[src/rtl/mips_mc_control.sv]
// mips_mc_control: multicycle MIPS main control FSM with memory wait states
module mips_mc_control #(
    parameter logic [5:0] OP_RTYPE = 6'h00,
    parameter logic [5:0] OP_LW    = 6'h23,
    parameter logic [5:0] OP_SW    = 6'h2B,
    parameter logic [5:0] OP_BEQ   = 6'h04,
    parameter logic [5:0] OP_J     = 6'h02,
    parameter logic [5:0] OP_ADDI  = 6'h08
) (
    input  logic       clk,
    input  logic       reset,
    input  logic [5:0] opCode,
    input  logic       memReady,
    output logic       IRWrite,
    output logic       PCWrite,
    output logic       PCWriteCond,
    output logic       IorD,
    output logic       MemRead,
    output logic       MemWrite,
    output logic       MemtoReg,
    output logic       RegDst,
    output logic       RegWrite,
    output logic       ALUSrcA,
    output logic [1:0] ALUSrcB,
    output logic [1:0] ALUOp,
    output logic [1:0] PCSource,
    output logic       illegalOp
);
    localparam logic [3:0] S_RESET  = 4'd0;
    localparam logic [3:0] S_FETCH  = 4'd1;
    localparam logic [3:0] S_DECODE = 4'd2;
    localparam logic [3:0] S_MEMADR = 4'd3;
    localparam logic [3:0] S_MEMRD  = 4'd4;
    localparam logic [3:0] S_MEMWB  = 4'd5;
    localparam logic [3:0] S_MEMWR  = 4'd6;
    localparam logic [3:0] S_EXEC   = 4'd7;
    localparam logic [3:0] S_ALUWB  = 4'd8;
    localparam logic [3:0] S_BRANCH = 4'd9;
    localparam logic [3:0] S_JUMP   = 4'd10;
    localparam logic [3:0] S_ADDIEX = 4'd11;
    localparam logic [3:0] S_ADDIWB = 4'd12;

    logic [3:0] state, next;

    always_ff @(posedge clk or posedge reset)
        if (reset) state <= S_RESET;
        else       state <= next;

    always_comb begin
        next        = S_FETCH;
        IRWrite     = 1'b0;
        PCWrite     = 1'b0;
        PCWriteCond = 1'b0;
        IorD        = 1'b0;
        MemRead     = 1'b0;
        MemWrite    = 1'b0;
        MemtoReg    = 1'b0;
        RegDst      = 1'b0;
        RegWrite    = 1'b0;
        ALUSrcA     = 1'b0;
        ALUSrcB     = 2'b00;
        ALUOp       = 2'b00;
        PCSource    = 2'b00;
        illegalOp   = 1'b0;
        case (state)
            S_FETCH: begin
                MemRead = 1'b1;
                ALUSrcB = 2'b01;
                IRWrite = memReady;
                PCWrite = memReady;
                next    = memReady ? S_DECODE : S_FETCH;
            end
            S_DECODE: begin
                ALUSrcB   = 2'b11;
                next      = (opCode == OP_LW || opCode == OP_SW) ? S_MEMADR :
                            (opCode == OP_RTYPE) ? S_EXEC   :
                            (opCode == OP_BEQ)   ? S_BRANCH :
                            (opCode == OP_J)     ? S_JUMP   :
                            (opCode == OP_ADDI)  ? S_ADDIEX : S_FETCH;
                // unsupported opcodes fall back to FETCH and act as a NOP
                illegalOp = (next == S_FETCH);
            end
            S_MEMADR: begin
                ALUSrcA = 1'b1;
                ALUSrcB = 2'b10;
                next    = (opCode == OP_LW) ? S_MEMRD : S_MEMWR;
            end
            S_MEMRD: begin
                MemRead = 1'b1;
                IorD    = 1'b1;
                next    = memReady ? S_MEMWB : S_MEMRD;
            end
            S_MEMWB: begin
                RegWrite = 1'b1;
                MemtoReg = 1'b1;
            end
            S_MEMWR: begin
                MemWrite = 1'b1;
                IorD     = 1'b1;
                next     = memReady ? S_FETCH : S_MEMWR;
            end
            S_EXEC: begin
                ALUSrcA = 1'b1;
                ALUOp   = 2'b10;
                next    = S_ALUWB;
            end
            S_ALUWB: begin
                RegWrite = 1'b1;
                RegDst   = 1'b1;
            end
            S_BRANCH: begin
                ALUSrcA     = 1'b1;
                ALUOp       = 2'b01;
                PCWriteCond = 1'b1;
                PCSource    = 2'b01;
            end
            S_JUMP: begin
                PCWrite  = 1'b1;
                PCSource = 2'b10;
            end
            S_ADDIEX: begin
                ALUSrcA = 1'b1;
                ALUSrcB = 2'b10;
                next    = S_ADDIWB;
            end
            S_ADDIWB: RegWrite = 1'b1;
            default: next = S_FETCH;
        endcase
    end
endmodule

[config.mk]
export PLATFORM = sky130hd
export DESIGN_NAME = mips_mc_control
export DESIGN_NICKNAME = d
export VERILOG_FILES = /design/src/rtl/mips_mc_control.sv
export SDC_FILE = /design/constraint.sdc
export NUM_CORES = 1
export LEC_CHECK = 0
export ABC_AREA = 1
export BUFFER_PORTS_ARGS = -buffer_cell sky130_fd_sc_hd__buf_2
export CORE_MARGIN = 2
export CORE_UTILIZATION = 26
export CTS_BUF_LIST = sky130_fd_sc_hd__clkbuf_2
export DETAILED_ROUTE_END_ITERATION = 10
export PLACE_DENSITY = 0.62
export SLEW_MARGIN = 20
export SYNTH_ARGS = -nofsm -noshare
export SYNTH_HDL_FRONTEND = slang
export SYNTH_SLANG_ARGS = --single-unit
[constraint.sdc]
create_clock -name clk -period 1.1 [get_ports clk]
set_input_delay 0.165 -clock clk [delete_from_list [all_inputs] [get_ports clk]]
set_output_delay 0.165 -clock clk [all_outputs]
set_load 0.05 [all_outputs]
== Yosys cells after proc, flatten, opt, wreduce, memory -nomap -nowiden ==
Cells that the tools add are included.

* Output and inout bits: 17
* Logic and storage cells: 50
* Register bits after elaboration: 4
* Bits of input ports: 9

* Eq/ne operators: 18
* Reduce and logical (&&, ||, !) cells: 7
* Muxes and demuxes: 24

{| class="wikitable"
|+ Operators by type and width
! kind !! count
|-
| 4-bit one-hot mux with 7 select lines || 1
|-
| 4-bit equality test, second input constant || 5
|-
| 4-bit 2-to-1 mux || 5
|-
| 4-bit by 3-bit equality test with 1-bit output, second input constant || 4
|-
| 6-bit equality test, second input constant || 2
|-
| 1-bit 2-to-1 mux || 11
|-
| 4-bit by 1-bit equality test with 1-bit output, second input constant || 2
|-
| 4-bit by 2-bit equality test with 1-bit output, second input constant || 2
|-
| 2-bit one-hot mux with 2 select lines || 2
|-
| 6-bit by 2-bit equality test with 1-bit output, second input constant || 1
|-
| 6-bit by 3-bit equality test with 1-bit output, second input constant || 1
|-
| 6-bit by 4-bit equality test with 1-bit output, second input constant || 1
|-
| 6-bit logical NOT || 1
|-
| 2-bit one-hot mux with 3 select lines || 1
|-
| 2-bit OR reduction || 3
|-
| 2-bit 2-to-1 mux || 2
|-
| 4-bit OR reduction || 1
|-
| 3-bit 2-to-1 mux || 1
|-
| 3-bit OR reduction || 1
|-
| 1-bit one-hot mux with 2 select lines || 1
|-
| 1-bit logical OR || 1
|}

== Depth between registers and ports, before layout ==
Gate-level depths: netlist of run 1.

* Depth after elaboration: 8
* Gate-level depth with buffers: 7
* Mapped depth without buffers: 7

== Worst setup path after synthesis of run 1 ==
Ideal clock, no wire load.

* Path type: register to output
* From: register state[2]
* To: output port PCWrite
* Stages on the path, launching flop included: 4
* Slack: -777 ps
* Buffers on the path: 0
* Required time: 935 ps
* Arrival time: 1712 ps
* Path through: dfrtp_1 nor2_1 inv_1 o21ai_0

* Cells in the longest elaborated chain, start to end: 2
* Elaborated cells between the ends (all ways): 3
* Classes of those cells: eq/ne: 2; mux: 1

{| class="wikitable"
|+ RTL lines
! what !! line !! text
|-
| from (decl) || 43 || <nowiki>logic [3:0] state, next;</nowiki>
|-
| from (signal assigned) || 47 || <nowiki>else state <= next;</nowiki>
|-
| 4-bit equality test or 4-bit by 1-bit equality test with 1-bit output (tied branches) || 65 || <nowiki>case (state)</nowiki>
|-
| 1-bit one-hot mux with 2 select lines (*) || 65 ||
|-
| to (decl) || 15 || <nowiki>output logic PCWrite,</nowiki>
|}

Mark *: on every way between the ends. The rest lies on a longest branch, timed or not.

== Worst setup path in the final report of run 1 ==
* From: register state[1]
* To: output port ALUSrcA

* Cells in the longest elaborated chain, start to end: 3
* Elaborated cells between the ends (all ways): 6
* Classes of those cells: eq/ne: 4; mux: 1; reduce/logical: 1

{| class="wikitable"
|+ RTL lines
! what !! line !! text
|-
| 4-bit equality test (tied with other cells) || 65 ||
|-
| 4-bit OR reduction (no source line) (*) || n/a ||
|-
| 1-bit 2-to-1 mux (*) || 65 ||
|-
| to (decl) || 23 || <nowiki>output logic ALUSrcA,</nowiki>
|}

Marked as above.

==> results.md, run 1 <==
* Die W at 47.3 um
* Leak pwr at 0.586 nW
* Clk root buf: clkbuf_2
* Max Cap Viol at 0
* Net Count, Synth at 96
* Worst Setup SP: state[1]$_DFF_PP0_
* Slack of the critical path at -0.407 ns
* Die span in y at 47.3 um
* IO Count at 26
* Clock sinks at 4
* Total of warnings raised by yosys at 0
* Largest net degree at the start of global routing at 6
* Failing checks: setup timing
* P per Cell Area at 2780 nW/um^2
* Post-synthesis sequential area ratio at 20.5%
* CTS Buffer Depth at 2
* Commonest non-fill, non-tap cells in the layout: buf_4, nand2_1, buf_6
* Cell area after synthesis at 488 sq um
* Residual DRC at 0
* GRT overflow at 0
* Wire per inst at 10.3 um
* Fin crit period at 1.51 ns
* Required time of the critical path at 0.94 ns
* Pre-CTS setup slack at -0.247 ns
* WS Path Type: flop to output pin
* Core Rows at 15
* CTS clk-pin slew, worst paths at 0.06 ns
* RePlAce Congestion at 0.873
* Final Net Count at 151
* Post-DP HPWL at 1180 um
* H-tree levels at 1
* Largest register FFs at 4
* Initial DRC Count at 5
* CTS tree: built
* TritonCTS buffer count at 3
* Largest regs: state (4)
* Post-synth cell types at 17
* Antenna-violating nets left at 0
* Core Region at 1750 sq um
* Fin. Hold Viols at 0
* HP Class: input pin to asynchronous set/reset pin
* #FFs+latches synth at 4
* Period utilization at 137%
* Most common cell after layout, fill and taps aside: buf_4
* Later-pin clock latency in the skew report at 0.24 ns
* Worst VDD drop at 1310 uV
* DR vias at 723
* Final core occ at 65.4%
* Initial antenna violation count at 0
* Avg Synthesized Cell Area at 5.61 sq um
* Final wirelength at 1710 um
* Area Overhead vs Synth at 134%
* Port bufs at 25
* Max Slew Vio Count at 0
* Via/cell ratio at 4.36
* Critical Path AT at 1.34 ns
* # diodes at 0
* Final setup viols at 21
* Starting density of the core at 28.0%
* Critical path startpoint category: flop
* Critical Path Sink Type: output pin
* Syn Inst Count at 87
* Status: finished, violations left
* Largest Register: state
* Router iterations before antenna repair at 2
* Final Skew at 0.0160 ns
* Unrepaired setup endpoints after global routing: yes
* First-pass GRT wire length at 2940 um
* Fmax at 0.663 GHz
* Max-slew headroom at 84.4%
* WHS at 0.331 ns
* Total GRT Usage at 19.0%
* Vias in the first global route at 733
* Crit path max fanout at 5
* Die area at 2240 sq um
* Worst r2r src: state[3]$_DFF_PP0_
* Layout cells sized above 1 at 67.4%
* Slew at the pin closest to its max-slew limit at 0.234 ns
==> power breakdown <==
group	internal (mW)	switching [mW]	total, mW
combinational	1.09	1.59	2.69
clock	0.0960	0.0825	0.178
sequential	0.211	0.0972	0.308
==> per-stage QoR <==
stage	total power [mW]	instances	cell area, sq um	setup TNS (ns)
2_1_floorplan	1.75	87	563	-1.93
3_3_place_gp	2.32	156	862	-3.10
3_5_place_dp	2.32	156	862	-3.27
4_1_cts	2.97	164	1070	-5.79
5_1_grt	3.37	166	1140	-7.57
6_report	3.17	166	1140	-6.00
==> synth_stat cells <==
library cell	n	share of area, %
dfrtp_1	4	21
nor2_1	18	14
nand2_1	22	17
buf_4	1	1.5
nand3_2	3	6.2
nand2_2	2	2.6
nand2_4	1	2.3
nor2_4	1	2.3
nor2_2	3	3.8
o21ai_0	4	4.1
o21ai_1	2	2.1
inv_1	10	7.7
nand3_1	4	4.1
nand4_1	4	5.1
nand3b_1	1	1.5
clkinv_1	2	1.5
inv_2	5	3.8
==> worst paths after layout <==
check	endpoint	slack [ns]	cells past startpoint
worst max-delay path	ALUSrcA	-0.41	6
worst min-delay path	state[0]$_DFF_PP0_	0.33	3
worst max register to register	state[0]$_DFF_PP0_	-0.12	6
worst min register to register	state[1]$_DFF_PP0_	0.82	6
max in group asynchronous	state[2]$_DFF_PP0_	0.60	3
min in group clk	state[0]$_DFF_PP0_	0.33	4
==> critical path, stage by stage, from the launching register on <==
cell	delay (ns)
dfrtp_2	0.47
nor2_4	0.17
nand2_2	0.10
inv_4	0.09
nor2_2	0.04
nand2_2	0.08
buf_8	0.14
==> cell type report <==
type	instances	area [sq um]
fill	156	603
timing repair buffer	51	482
tap	25	31.3
sequential	4	103
clock buffer	4	20.0
inverter	17	77.6
multi-input combinational	65	429
==> repair_timing <==
action	in CTS	in global routing
setup endpoints to repair	21	21
buffers inserted	3	2
pin swaps	5	1
hold buffers	1	0
gates resized for setup	50	14
endpoints found under the hold margin	4	0
==> kinds of logic after synthesis <==
| group | synth area share (%) |
|---|---|
| simple gates | 58.7 |
| buf+inv | 14.6 |
| compound gates | 6.15 |
| flops | 20.5 |
==> metal layers <==
metal | share of wire [%] | up-vias | global-route usage [%]
met3 | 3.3 | 4 | 3.85
met5 | 0 | - | 0
met2 | 56 | 20 | 33.2
met1 | 39 | 322 | 20.6
li1 | - | 377 | -
met4 | 1.5 | 0 | 12.2
No activity file was read; power rests on OpenSTA's default activity.
==> inputs of run 2 (changes only) <==
Clock period 1.1 ns to 1.8 ns, I/O delays scaled along.
==> run 2 against run 1 <==
Against the previous run:
- the flow now finishes without violations
- largest power group unchanged
- utilization shrank 27 points
- flip-flop and latch count is the same
- critical endpoint is now illegalOp
- sequential share of layout area grew 6.0 points
- clock power shrank 56%
- worst setup slack gained 0.52 ns
- global-route usage shrank 7.1 points
- die area is the same
==> results.md, run 2 (synthesis gave the netlist of run 1 again) <==
* Status: finished, final reports clean (was finished, violations left)
* RePlAce Congestion at 0.867 (was 0.873)
* Largest net degree at the start of global routing at 6 (unchanged)
* CTS clk-pin slew, worst paths at 0.04 ns (was 0.06 ns)
* Crit-path max cell delay at 0.42 ns (was 0.47 ns)
* Final Net Count at 126 (was 151)
* Final setup viols at 0 (was 21)
* CTS Buffer Depth at 2 (unchanged)
* Fin. Hold Viols at 0 (unchanged)
* Die span in y at 47.3 um (unchanged)
* Port bufs at 25 (unchanged)
* Worst VDD drop at 830 uV (was 1310 uV)
* Crit path max fanout at 5 (unchanged)
* Router iterations before antenna repair at 4 (was 2)
* Wire per inst at 8.68 um (was 10.3 um)
* P per Cell Area at 1830 nW/um^2 (was 2780 nW/um^2)
* IO Count at 26 (unchanged)
* First-pass GRT wire length at 1850 um (was 2940 um)
* Via/cell ratio at 4.25 (was 4.36)
* Critical Path Sink Type: output pin (unchanged)
* Largest regs: state (4) (unchanged)
* Worst path cell trace: inv_2, nand2_4, nor2_4, nand4_1, nor2_1, clkbuf_4 (was nor2_4, nand2_2, inv_4, nor2_2, nand2_2, buf_8)
* WHS at 0.441 ns (was 0.331 ns)
* Final Skew at 0.00287 ns (was 0.0160 ns)
* Max-slew headroom at 81.4% (was 84.4%)
* CP Buf/Inv Count at 2 (unchanged)
* Sw Ratio at 67.4% (was 55.8%)
* Max Cap Viol at 0 (unchanged)
* Slew at the pin closest to its max-slew limit at 0.275 ns (was 0.234 ns)
* Area Overhead vs Synth at 36.7% (was 134%)
* Initial antenna violation count at 0 (unchanged)
* Most common cell after layout, fill and taps aside: buf_2 (was buf_4)
* Required time of the critical path at 1.53 ns (was 0.94 ns)
* Largest register FFs at 4 (unchanged)
* Core Region at 1750 sq um (unchanged)
* Clock power frac at 6.4% (was 5.6%)
* Leak pwr at 0.430 nW (was 0.586 nW)
* Comb pwr share at 79.4% (was 84.7%)
* Core Rows at 15 (unchanged)
* Die area at 2240 sq um (unchanged)
* Residual DRC at 0 (unchanged)
* Post-DP HPWL at 1070 um (was 1180 um)
* H-tree levels at 1 (unchanged)
* Final wirelength at 1220 um (was 1710 um)
* # diodes at 0 (unchanged)
* CTS tree: built (unchanged)
* Setup total negative slack at 0 ns (was -6.00 ns)
* Total GRT Usage at 12.0% (was 19.0%)
* Die W at 47.3 um (unchanged)
* Antenna-violating nets left at 0 (unchanged)
* Max Slew Vio Count at 0 (unchanged)
* Starting density of the core at 28.0% (unchanged)
* Flop pwr share at 14.1% (was 9.7%)
* Met1 Wirelength at 531 um (was 673 um)
* HP Class: input pin to flop (was input pin to asynchronous set/reset pin)
* GRT overflow at 0 (unchanged)
* Unrepaired setup endpoints after global routing: no (was yes)
* Clk root buf: clkbuf_2 (unchanged)
* CP max stage cell: dfrtp_1 (was dfrtp_2)
* Pre-CTS setup slack at 0.305 ns (was -0.247 ns)
* P_int at 398 uW (was 1.40 mW)
* Highest metal used: met4 (unchanged)
* Setup Buffers After CTS at 0 (was 3)
* Critical Path AT at 1.42 ns (was 1.34 ns)
* Slack of the critical path at 0.111 ns (was -0.407 ns)
* Initial DRC Count at 13 (was 5)
* Met3 wire length at 89 um (was 57 um)
* Clock sinks at 4 (unchanged)
* Vias in the first global route at 496 (was 733)
* Commonest non-fill, non-tap cells in the layout: buf_2, nand2_1, nor2_1 (was buf_4, nand2_1, buf_6)
* TritonCTS buffer count at 3 (unchanged)
* Fmax at 0.592 GHz
* Critical path startpoint category: flop (unchanged)
* WS Path Type: flop to output pin (unchanged)
* Met2 routed wirelength at 584 um (was 957 um)
* NetSw at 824 uW (was 1.77 mW)
* Cell family with most CP delay: simple AND/OR/NAND/NOR gates (was flip-flops)
* Fin crit period at 1.69 ns
* Period utilization at 93.9%
* DR vias at 595 (was 723)
* Layout cells sized above 1 at 37.4% (was 67.4%)
* Later-pin clock latency in the skew report at 0.20 ns (was 0.24 ns)
* Largest Register: state (unchanged)
* Flop2flop setup slack at 0.71 ns (was -0.12 ns)
## run 2: cell count changes in the layout (fill, tap and decap cells not counted), sizes merged
| cell | before | now |
|---|---|---|
| inv | 13 | 15 |
| buf | 50 | 23 |
| clkbuf | 4 | 5 |
| clkinvlp | 2 | 0 |
## run 2: metrics by stage
stage | util, % | area [sq um] | power [mW] | instances
after floorplan | - | 488 | 0.947 | 87
after global placement | 36.5 | 637 | 1.14 | 136
after detailed placement | 36.5 | 637 | 1.14 | 136
after CTS | 37.9 | 662 | 1.22 | 140
after global routing | 38.2 | 667 | 1.31 | 140
final | 38.2 | 667 | 1.22 | 140
## run 2: final cells by class
cell class	instances	area [sq um]
inverters	17	63.8
multi-input cells	65	317
repair buffers	26	140
well taps	25	31.3
flip-flops and latches	4	100
fillers	204	1080
clock buffers	3	15.0
## run 2: metal layers
layer / global-route usage [%] / vias to the layer above
met1: 13.1 / 244
met5: 0 / -
li1: - / 324
met3: 1.15 / 2
met4: 10.0 / 0
met2: 20.5 / 25
## run 2: power groups by stage
stage,Combinational (mW),Sequential (mW),Clock [mW]
detailed placement,0.963,0.174,0
global placement,0.965,0.173,0
global route,1.04,0.182,0.0892
finish,0.971,0.173,0.0784
CTS,0.966,0.173,0.0827
floorplan,0.780,0.167,0
## run 2: timing repair
action                                  in CTS  in global routing
hold buffers                                 1                  0
hold endpoints to repair                     4                  0
endpoints found under the setup margin       0                  2
gates resized for setup                      0                  2
## run 2: final timing paths
path                                            to  depth (start not counted)          startpoint
worst max-delay path                     illegalOp                          6  state[0]$_DFF_PP0_
worst min-delay path            state[2]$_DFF_PP0_                          4           opCode[4]
worst max register to register  state[0]$_DFF_PP0_                          6  state[2]$_DFF_PP0_
worst min register to register  state[2]$_DFF_PP0_                          3  state[3]$_DFF_PP0_
max in group asynchronous       state[1]$_DFF_PP0_                          3               reset
min in group asynchronous       state[2]$_DFF_PP0_                          3               reset
## run 2: worst reg2reg max path: stages, from the launching register on
cell and delay, ns:
dfrtp_1 0.40, inv_2 0.08, nand2_2 0.10, inv_2 0.08
o21ai_0 0.12, nand3_1 0.13, nand3_2 0.06
